[config.mk]
export PLATFORM = sky130hd
export DESIGN_NAME = pipe_stage_reg_flat
export DESIGN_NICKNAME = d
export VERILOG_FILES = /design/src/rtl/pipe_pkg.sv /design/src/rtl/pipe_stage_reg_if.sv /design/src/rtl/pipe_sat_cnt.sv /design/src/rtl/pipe_stage_reg.sv /design/src/flat_wrapper.sv
export SDC_FILE = /design/constraint.sdc
export NUM_CORES = 1
export LEC_CHECK = 0
export ABC_AREA = 1
export ABC_CLOCK_PERIOD_IN_PS = 26400
export CAP_MARGIN = 20
export CORE_MARGIN = 3
export CORE_UTILIZATION = 55
export DETAILED_ROUTE_END_ITERATION = 16
export DONT_BUFFER_PORTS = 1
export GPL_TIMING_DRIVEN = 0
export PLACE_DENSITY = 0.78
export SYNTH_ARGS = -nofsm -noshare
export SYNTH_HDL_FRONTEND = slang
export SYNTH_SLANG_ARGS = --single-unit
[constraint.sdc]
create_clock -name clk_i -period 26.4 [get_ports clk_i]
set_clock_uncertainty 0.1 [all_clocks]
set_input_delay 5.28 -clock clk_i [delete_from_list [all_inputs] [get_ports clk_i]]
set_output_delay 5.28 -clock clk_i [all_outputs]
set_load 0.01 [all_outputs]
[src/rtl/pipe_pkg.sv]
// Shared definitions for the pipeline stage register: occupancy states and default widths.
package pipe_pkg;

  localparam int unsigned CTRL_W_DEF = 8;
  localparam int unsigned DATA_W_DEF = 128;
  localparam int unsigned CNT_W_DEF  = 8;

  typedef enum logic [1:0] {
    EMPTY = 2'd0,
    ONE   = 2'd1,
    TWO   = 2'd2
  } occ_e;

endpackage

[src/rtl/pipe_stage_reg_if.sv]
// Valid/ready handshake bundle between pipeline stages (control + data payload).
interface pipe_stage_reg_if #(
  parameter int unsigned CTRL_W = pipe_pkg::CTRL_W_DEF,
  parameter int unsigned DATA_W = pipe_pkg::DATA_W_DEF
);

  logic              valid;
  logic              ready;
  logic [CTRL_W-1:0] ctrl;
  logic [DATA_W-1:0] data;

  modport master (output valid, output ctrl, output data, input  ready);
  modport slave  (input  valid, input  ctrl, input  data, output ready);

endinterface

[src/rtl/pipe_sat_cnt.sv]
// Saturating up-counter with dominant synchronous clear.
module pipe_sat_cnt #(
  parameter int unsigned W = pipe_pkg::CNT_W_DEF
) (
  input  logic         clk_i,
  input  logic         rst_i,
  input  logic         inc,
  input  logic         clr,
  output logic [W-1:0] cnt_o
);

  localparam logic [W-1:0] CNT_MAX = '1;

  logic [W-1:0] cnt_q;

  always_ff @(posedge clk_i or posedge rst_i) begin
    if (rst_i) begin
      cnt_q <= '0;
    end else if (clr) begin
      cnt_q <= '0;
    end else if (inc && (cnt_q != CNT_MAX)) begin
      cnt_q <= cnt_q + W'(1);
    end
  end

  assign cnt_o = cnt_q;

endmodule

[src/rtl/pipe_stage_reg.sv]
// Two-entry (main + skid) pipeline stage register with registered ready, flush and stall counter.
module pipe_stage_reg
  import pipe_pkg::*;
#(
  parameter int unsigned CTRL_W = CTRL_W_DEF,
  parameter int unsigned DATA_W = DATA_W_DEF,
  parameter int unsigned CNT_W  = CNT_W_DEF
) (
  input  logic              clk_i,
  input  logic              rst_i,
  input  logic              flush_i,
  pipe_stage_reg_if.slave   up,
  pipe_stage_reg_if.master  dn,
  output logic [CNT_W-1:0]  stall_cnt_o
);

  occ_e              state_q, state_d;
  logic              valid_q, ready_q;
  logic [CTRL_W-1:0] main_ctrl_q, skid_ctrl_q;
  logic [DATA_W-1:0] main_data_q, skid_data_q;

  logic accept, drain;
  logic load_main_in, load_main_skid, load_skid;

  assign accept = up.valid & ready_q;
  assign drain  = valid_q & dn.ready;

  // Occupancy next-state and entry load selection; flush overrides everything.
  always_comb begin
    state_d        = state_q;
    load_main_in   = 1'b0;
    load_main_skid = 1'b0;
    load_skid      = 1'b0;
    case (state_q)
      EMPTY: begin
        if (accept) begin
          state_d      = ONE;
          load_main_in = 1'b1;
        end
      end
      ONE: begin
        if (accept && drain) begin
          load_main_in = 1'b1;
        end else if (accept) begin
          state_d   = TWO;
          load_skid = 1'b1;
        end else if (drain) begin
          state_d = EMPTY;
        end
      end
      TWO: begin
        if (drain) begin
          state_d        = ONE;
          load_main_skid = 1'b1;
        end
      end
      default: state_d = EMPTY;
    endcase
    if (flush_i) begin
      state_d        = EMPTY;
      load_main_in   = 1'b0;
      load_main_skid = 1'b0;
      load_skid      = 1'b0;
    end
  end

  // Handshake flags are decoded from the next state so they leave flops directly.
  // Main ctrl is zeroed whenever the stage empties, giving a bubble on ctrl_o.
  always_ff @(posedge clk_i or posedge rst_i) begin
    if (rst_i) begin
      state_q     <= EMPTY;
      valid_q     <= 1'b0;
      ready_q     <= 1'b1;
      main_ctrl_q <= '0;
      main_data_q <= '0;
      skid_ctrl_q <= '0;
      skid_data_q <= '0;
    end else begin
      state_q <= state_d;
      valid_q <= (state_d != EMPTY);
      ready_q <= (state_d != TWO);
      if (load_main_in) begin
        main_ctrl_q <= up.ctrl;
        main_data_q <= up.data;
      end else if (load_main_skid) begin
        main_ctrl_q <= skid_ctrl_q;
        main_data_q <= skid_data_q;
      end
      if (state_d == EMPTY) begin
        main_ctrl_q <= '0;
      end
      if (load_skid) begin
        skid_ctrl_q <= up.ctrl;
        skid_data_q <= up.data;
      end
    end
  end

  pipe_sat_cnt #(
    .W (CNT_W)
  ) u_stall_cnt (
    .clk_i (clk_i),
    .rst_i (rst_i),
    .inc   (valid_q & ~dn.ready),
    .clr   (drain | flush_i | ~valid_q),
    .cnt_o (stall_cnt_o)
  );

  assign up.ready = ready_q;
  assign dn.valid = valid_q;
  assign dn.ctrl  = main_ctrl_q;
  assign dn.data  = main_data_q;

endmodule

[src/flat_wrapper.sv]
// flat-port wrapper written by rule: the top's interface ports become plain ports
module pipe_stage_reg_flat import pipe_pkg::*;
#(
  parameter int unsigned CTRL_W = CTRL_W_DEF,
  parameter int unsigned DATA_W = DATA_W_DEF,
  parameter int unsigned CNT_W  = CNT_W_DEF
)
  (clk_i, rst_i, flush_i, stall_cnt_o, up_valid, up_ctrl, up_data, up_ready, dn_valid, dn_ctrl, dn_data, dn_ready);
  pipe_stage_reg_if #(.CTRL_W(CTRL_W), .DATA_W(DATA_W)) up_i ();
  pipe_stage_reg_if #(.CTRL_W(CTRL_W), .DATA_W(DATA_W)) dn_i ();
  input  logic clk_i;
  input  logic rst_i;
  input  logic flush_i;
  output logic [CNT_W-1:0] stall_cnt_o;
  input wire logic [$bits(up_i.valid)-1:0] up_valid;
  input wire logic [$bits(up_i.ctrl)-1:0] up_ctrl;
  input wire logic [$bits(up_i.data)-1:0] up_data;
  output wire logic [$bits(up_i.ready)-1:0] up_ready;
  output wire logic [$bits(dn_i.valid)-1:0] dn_valid;
  output wire logic [$bits(dn_i.ctrl)-1:0] dn_ctrl;
  output wire logic [$bits(dn_i.data)-1:0] dn_data;
  input wire logic [$bits(dn_i.ready)-1:0] dn_ready;
  assign up_i.valid = up_valid;
  assign up_i.ctrl = up_ctrl;
  assign up_i.data = up_data;
  assign up_ready = up_i.ready;
  assign dn_valid = dn_i.valid;
  assign dn_ctrl = dn_i.ctrl;
  assign dn_data = dn_i.data;
  assign dn_i.ready = dn_ready;
  pipe_stage_reg #(.CTRL_W(CTRL_W), .DATA_W(DATA_W), .CNT_W(CNT_W)) u_core (.clk_i(clk_i), .rst_i(rst_i), .flush_i(flush_i), .up(up_i), .dn(dn_i), .stall_cnt_o(stall_cnt_o));
endmodule
==> results of run 1 <==
[sequential cells by signal, indices dropped and copies added, names as in the netlist]
| name | count |
|---|---|
| u_core.skid_data_q | 128 |
| u_core.skid_ctrl_q | 8 |
| u_core.dn.data | 128 |
| u_core.dn.ctrl | 8 |
| u_core.u_stall_cnt.cnt_o | 8 |
| u_core.dn.valid | 1 |
| u_core.state_q | 2 |
| u_core.up.ready | 1 |
[metrics by stage]
stage               power [mW]  setup WS (ns)
floorplan                0.982          13.19
global placement          1.07          10.30
detailed placement        1.09          19.62
CTS                       1.48          19.87
global route              1.57          19.86
finish                    1.48          19.88
[cell families (layout without fill, tap and decap cells)]
kind of cell | Yosys count | after routing
buf+inv | 145 | 197
simple gates | 1017 | 1017
compound gates | 3 | 3
flops | 284 | 284
fa+ha+maj | 1 | 1
[how the worst max path moves through the flow]
stage	from	to	slack [ns]	depth (start not counted)
2_1_floorplan	rst_i	u_core.dn.ctrl[0]	13.19	1
3_3_place_gp	rst_i	u_core.skid_data_q[102]	10.30	1
3_5_place_dp	up_valid	u_core.dn.data[27]	19.62	6
4_1_cts	u_core.up.ready	up_ready	19.87	0
5_1_grt	u_core.up.ready	up_ready	19.86	0
6_report	u_core.up.ready	up_ready	19.88	0
[power breakdown]
part / switching [mW] / internal, mW
logic: 0.180 / 0.107
clock network: 0.165 / 0.230
registers: 0.173 / 0.622
total: 0.518 / 0.959
[cell type report]
| type | count | area share, % |
|---|---|---|
| multi-input cells | 1021 | 34.1 |
| inverters | 17 | 0.521 |
| well taps | 280 | 2.52 |
| flip-flops and latches | 284 | 51.0 |
| clock inverters | 6 | 0.395 |
| clock buffers | 44 | 6.12 |
| repair buffers | 2 | 0.395 |
| plain buffers | 128 | 4.90 |
[routing by layer]
layer | GRT usage, % | share of wire, % | routed length (µm) | vias up
met2 | 44.7 | 48 | 17000 | 503
met5 | 0 | 0 | 0 | -
li1 | - | - | - | 5035
met4 | 9.38 | 3.6 | 1290 | 0
met1 | 35.9 | 37 | 13300 | 5175
met3 | 10.2 | 12 | 4220 | 89
[tightest hold or removal path: stages, from the launching register on]
cell	delay, ns
dfrtp_1	0.34
nand2_1	0.05
nand2_1	0.05
[placed cells by master, fill, tap and decap left out, types with 2 or more instances in the layout]
cell       instances
clkinv_2           6
buf_16             2
buf_8              2
inv_1             10
inv_2              5
nand2_2           12
nand3_1          421
nand4_1          131
nor2_1            14
clkbuf_8           7
buf_6              4
clkbuf_16         29
buf_2             68
buf_4             17
nor3_1             2
nand2_1          434
dfrtp_1          283
clkbuf_1          45
==> out/metrics.yaml, run 1 <==
drcViolationCount: 0
status: "completed"
numPortBuffers: 0
cts_tree: "yes"
die_w_um: 157
die_h_um: 157
finalSetupViolations: 0
fin_nets: 1625
routedWlPerCell_um: 20.1
synth_edf_count: 0
ant_nets: 0
synth_top_area_cell: "dfrtp_1"
cts_resized: 0
synthTopCellsByArea: "dfrtp_1, nand3_1, nand2_1, nand4_1, buf_2"
cts-buffers-inserted: 29
rows: 54
fin_crit_ns: 6.52
postSynthCellCount: 1450
r2r_slack_ns: 24.21
drive_gt1_share_pct: 10.6
drt_wl_total_um: 35800
fillers: 1871
dp_hpwl_um: 24600
antenna_found_initial: 0
synth_fp_nets: 1592
dp.cells: 1732
ys_seq_area_share_pct: 56.4
synth_compound_area_share_pct: 0.169
async_flop_share_pct: 100
syn_to_final_growth_pct: 10.5
arrival_ns: 1.14
path_max_fanout: 3
yosys_warnings: 0
final_area_um2: 13900
grt_start_max_net_pins: 118
r2r-start: "u_core.up.ready"
synth_top_family_by_area: "simple AND/OR/NAND/NOR gates"
grt_pass1_vias: 10400
gr-total-overflow: 0
multi_input_area_um2: 4750
synthSimpleGateAreaFrac_pct: 37.4
hp-class: "reg -> reg"
finalMaxSlewViolations: 0
worstSetupEndpointType: "output pin"
tightest_slew_ns: 0.632
r2r_cells: 6
fp.coreArea_um2: 22200
critPathKind: "reg -> out"
final_cells: 1782
hp-start: "u_core.skid_data_q[1]"
ir_drop_mv: 0.0605
start_kind: "register"
finalSetupTns_ns: 0
post-route-period-util_pct: 24.7
hold_viol: 0
whs_ns: 0.369
synthMuxAreaShare_pct: 0
fmax_ghz: 0.153
synthAdderAreaFrac_pct: 0.0993
synth_xor_area_share_pct: 0
vias_per_cell: 6.06
synth_most_common_cell: "nand2_1"
synthFlopType: "dfrtp_1"
drt_iter0_drc: 1068
clk_path_buf_depth: 3
postCtsHoldBufs: 0
p_per_area_nw_per_um2: 106
seqCellArea_um2: 7110
vias: 10800
dpl-instance-area_um2: 13000
syn_area_per_cell_um2: 8.69
maxSlewHeadroom_pct: 57.9
syn_area_um2: 12600
required_ns: 21.02
p_leak_nw: 6.89
grt_util_all_layers_pct: 28.0
yosysTopAreaCellShare_pct: 56.2
gp_congestion: 0.874
post-route-util_pct: 62.8
rsz0062_at_grt: "false"
whs_endpoint: "u_core.skid_data_q[1]"
firstDrtPassIters: 6
cts_max_level: 1
synth.distinct_cells: 23
cts_sinks: 284
clk_pin_slew_ns: 0.06
clkLatencyLatePin_ns: 0.54
die_area_um2: 24800
ys_ff_latch: 284
antennaDiodeCount: 0
grt_pass1_wl_um: 55800
whs_path_depth: 2
max_cap_viol_count: 0
r2r_end: "u_core.dn.data[27]"
synth_commonest_cells: "nand2_1, nand3_1, dfrtp_1"
ios: 287
cts_setup_buffers: 0
cts_root_buf: "clkbuf_16"
initial_core_util_pct: 56.9
No activity file was read; power rests on OpenSTA's default activity.
==> run 2, diff against run 1 <==
--- a/config.mk
+++ b/config.mk
@@ -6,14 +6,14 @@
 export NUM_CORES = 1
 export LEC_CHECK = 0
 export ABC_AREA = 1
-export ABC_CLOCK_PERIOD_IN_PS = 26400
+export ABC_CLOCK_PERIOD_IN_PS = 5400
 export CAP_MARGIN = 20
 export CORE_MARGIN = 3
 export CORE_UTILIZATION = 55
 export DETAILED_ROUTE_END_ITERATION = 16
 export DONT_BUFFER_PORTS = 1
 export GPL_TIMING_DRIVEN = 0
-export PLACE_DENSITY = 0.78
+export PLACE_DENSITY = 0.81
 export SYNTH_ARGS = -nofsm -noshare
 export SYNTH_HDL_FRONTEND = slang
 export SYNTH_SLANG_ARGS = --single-unit
==> constraint.sdc (replaced) <==
create_clock -name clk_i -period 5.4 [get_ports clk_i]
set_clock_uncertainty 0.1 [all_clocks]
set_input_delay 1.08 -clock clk_i [delete_from_list [all_inputs] [get_ports clk_i]]
set_output_delay 1.08 -clock clk_i [all_outputs]
set_load 0.01 [all_outputs]
==> run 2 against run 1 <==
Effect of this change:
- largest power group unchanged
- clock power grew to 5.6 times the previous value
- non-clock buffer count rose by 5
- worst hold slack got worse by 0.0017 ns
- sequential cell count unchanged
- total power rose to 5.1 times the previous value
- first-iteration DRC count rose by 13%
- via count is 1.5% higher
- largest cell class unchanged
- critical path depth stayed put
- worst setup slack worse by 17 ns
- combinational power rose to 4.9 times the previous value
- register-to-register slack lost 21 ns
- count of clock-buffer cells in the layout fell by 4
==> out/metrics.yaml, run 2 (synthesis gave the netlist of run 1 again) <==
status: "completed"
swShare_pct: 34.2  # -0.82 points
final_common_cell: "nand2_1"
r2r-start: "u_core.up.ready"
layout_common_cells: "nand2_1, nand3_1, dfrtp_1, nand4_1, buf_2"
rows: 54  # unchanged
fp.coreArea_um2: 22200  # unchanged
vias_per_cell: 6.13  # +1.1%
hp-class: "reg -> reg"
netSwitchingPower_mw: 2.58  # +400%
drt_iter0_drc: 1212  # +13%
fmax_ghz: 0.435
vias: 11000  # +1.5%
seq_power_share_pct: 51.7  # -2.2 points
fin_nets: 1630  # +0.31%
fillers: 1820  # -2.7%
routedWlPerCell_um: 20.4  # +1.8%
die_h_um: 157  # unchanged
grt_start_max_net_pins: 44  # -63%
gr-total-overflow: 0  # unchanged
cts_resized: 0  # unchanged
whs_ns: 0.368  # -0.00170 ns
firstDrtPassIters: 7  # +1
max_cap_viol_count: 0  # unchanged
drive_gt1_share_pct: 11.5  # +0.87 points
p_per_area_nw_per_um2: 532  # +400%
r2r_slack_ns: 3.25  # -20.96 ns
finalSetupViolations: 0  # unchanged
p_leak_nw: 7.01  # +1.7%
required_ns: 4.22  # -16.80 ns
clkLatencyLatePin_ns: 0.55  # about the same
whs_endpoint: "u_core.skid_data_q[47]"
dpl_worst_slack_ns: 2.84  # -16.78 ns
cts_root_buf: "clkbuf_16"
tightest_slew_ns: 0.654  # +0.0221 ns
finalSetupTns_ns: 0  # unchanged
grt_pass1_wl_um: 57700  # +3.3%
r2r_cells: 6  # unchanged
multi_input_area_um2: 4750  # unchanged
post-route-period-util_pct: 42.6
antennaDiodeCount: 0  # unchanged
ios: 287  # unchanged
maxSlewHeadroom_pct: 56.4  # -1.5 points
syn_to_final_growth_pct: 12.4
clk_path_buf_depth: 3  # unchanged
drcViolationCount: 0  # unchanged
hp-start: "u_core.skid_data_q[47]"
post-route-util_pct: 64.0  # +1.1 points
whs_path_depth: 2  # unchanged
worstSetupEndpointType: "output pin"
clk_pin_slew_ns: 0.06  # about the same
ir_drop_mv: 0.304  # +400%
dpl-instance-area_um2: 13100  # +0.63%
cp.depth: 0  # unchanged
final_area_um2: 14200  # +1.8%
cts_setup_buffers: 0  # unchanged
die_area_um2: 24800  # unchanged
drt_wl_total_um: 36600  # +2.3%
ant_nets: 0  # unchanged
r2r_end: "u_core.dn.data[127]"
antenna_found_initial: 0  # unchanged
critPathKind: "reg -> out"
hold_viol: 0  # unchanged
gp_congestion: 0.881  # +0.88%
grt_pass1_vias: 10800  # +4.0%
postCtsHoldBufs: 0  # unchanged
cts-buffers-inserted: 29  # unchanged
fin_crit_ns: 2.30
die_w_um: 157  # unchanged
clkPwrFrac_pct: 29.5  # +2.8 points
fin_ws_ns: 3.10  # -16.78 ns
arrival_ns: 1.12  # -0.02 ns
start_kind: "register"
cts_max_level: 1  # unchanged
grt_util_all_layers_pct: 29.0  # +0.99 points
dp_hpwl_um: 25400  # +3.4%
path_max_fanout: 3  # unchanged
rsz0062_at_grt: "false"
cts_sinks: 284  # unchanged
numPortBuffers: 0  # unchanged
internal_power_mw: 4.96  # +420%
finalMaxSlewViolations: 0  # unchanged
seqCellArea_um2: 7110  # unchanged
cts_tree: "yes"
power.share.combinational_pct: 18.9  # -0.5 points
initial_core_util_pct: 56.9  # unchanged
run 2: through the flow:
step                      power (mW)  std cells
final                           7.54       1790
after global routing            7.99       1790
after CTS                       7.57       1790
after detailed placement        5.33       1737
after global placement          5.21       1730
after floorplan                 4.80       1450
run 2: cell type report:
type	instances	area share, %
multi-input cells	1021	33.5
plain buffers	128	4.81
clock buffers	40	6.05
clock inverters	13	1.54
flip-flops and latches	284	50.1
repair buffers	7	0.989
inverters	17	0.485
well taps	280	2.47
run 2: power groups by stage:
stage / Sequential (mW) / Clock [mW] / Combinational, mW
2_1_floorplan: 3.70 / 0 / 1.10
3_3_place_gp: 3.89 / 0 / 1.33
3_5_place_dp: 3.91 / 0 / 1.42
4_1_cts: 3.89 / 2.25 / 1.43
5_1_grt: 4.00 / 2.34 / 1.65
6_report: 3.90 / 2.22 / 1.42
run 2: routing by layer:
metal | track usage (%) | routed length [µm]
met4 | 11.8 | 1710
met3 | 10.2 | 4310
met1 | 36.6 | 13600
met5 | 0 | 0
met2 | 46.0 | 17000
run 2: worst max-delay path by stage:
stage	startpoint	endpoint	slack, ns
2_1_floorplan	rst_i	u_core.dn.ctrl[0]	0.46
3_3_place_gp	rst_i	u_core.skid_data_q[0]	-0.99
3_5_place_dp	flush_i	u_core.dn.data[2]	2.84
4_1_cts	u_core.up.ready	up_ready	3.07
5_1_grt	u_core.up.ready	up_ready	3.06
6_report	u_core.up.ready	up_ready	3.10
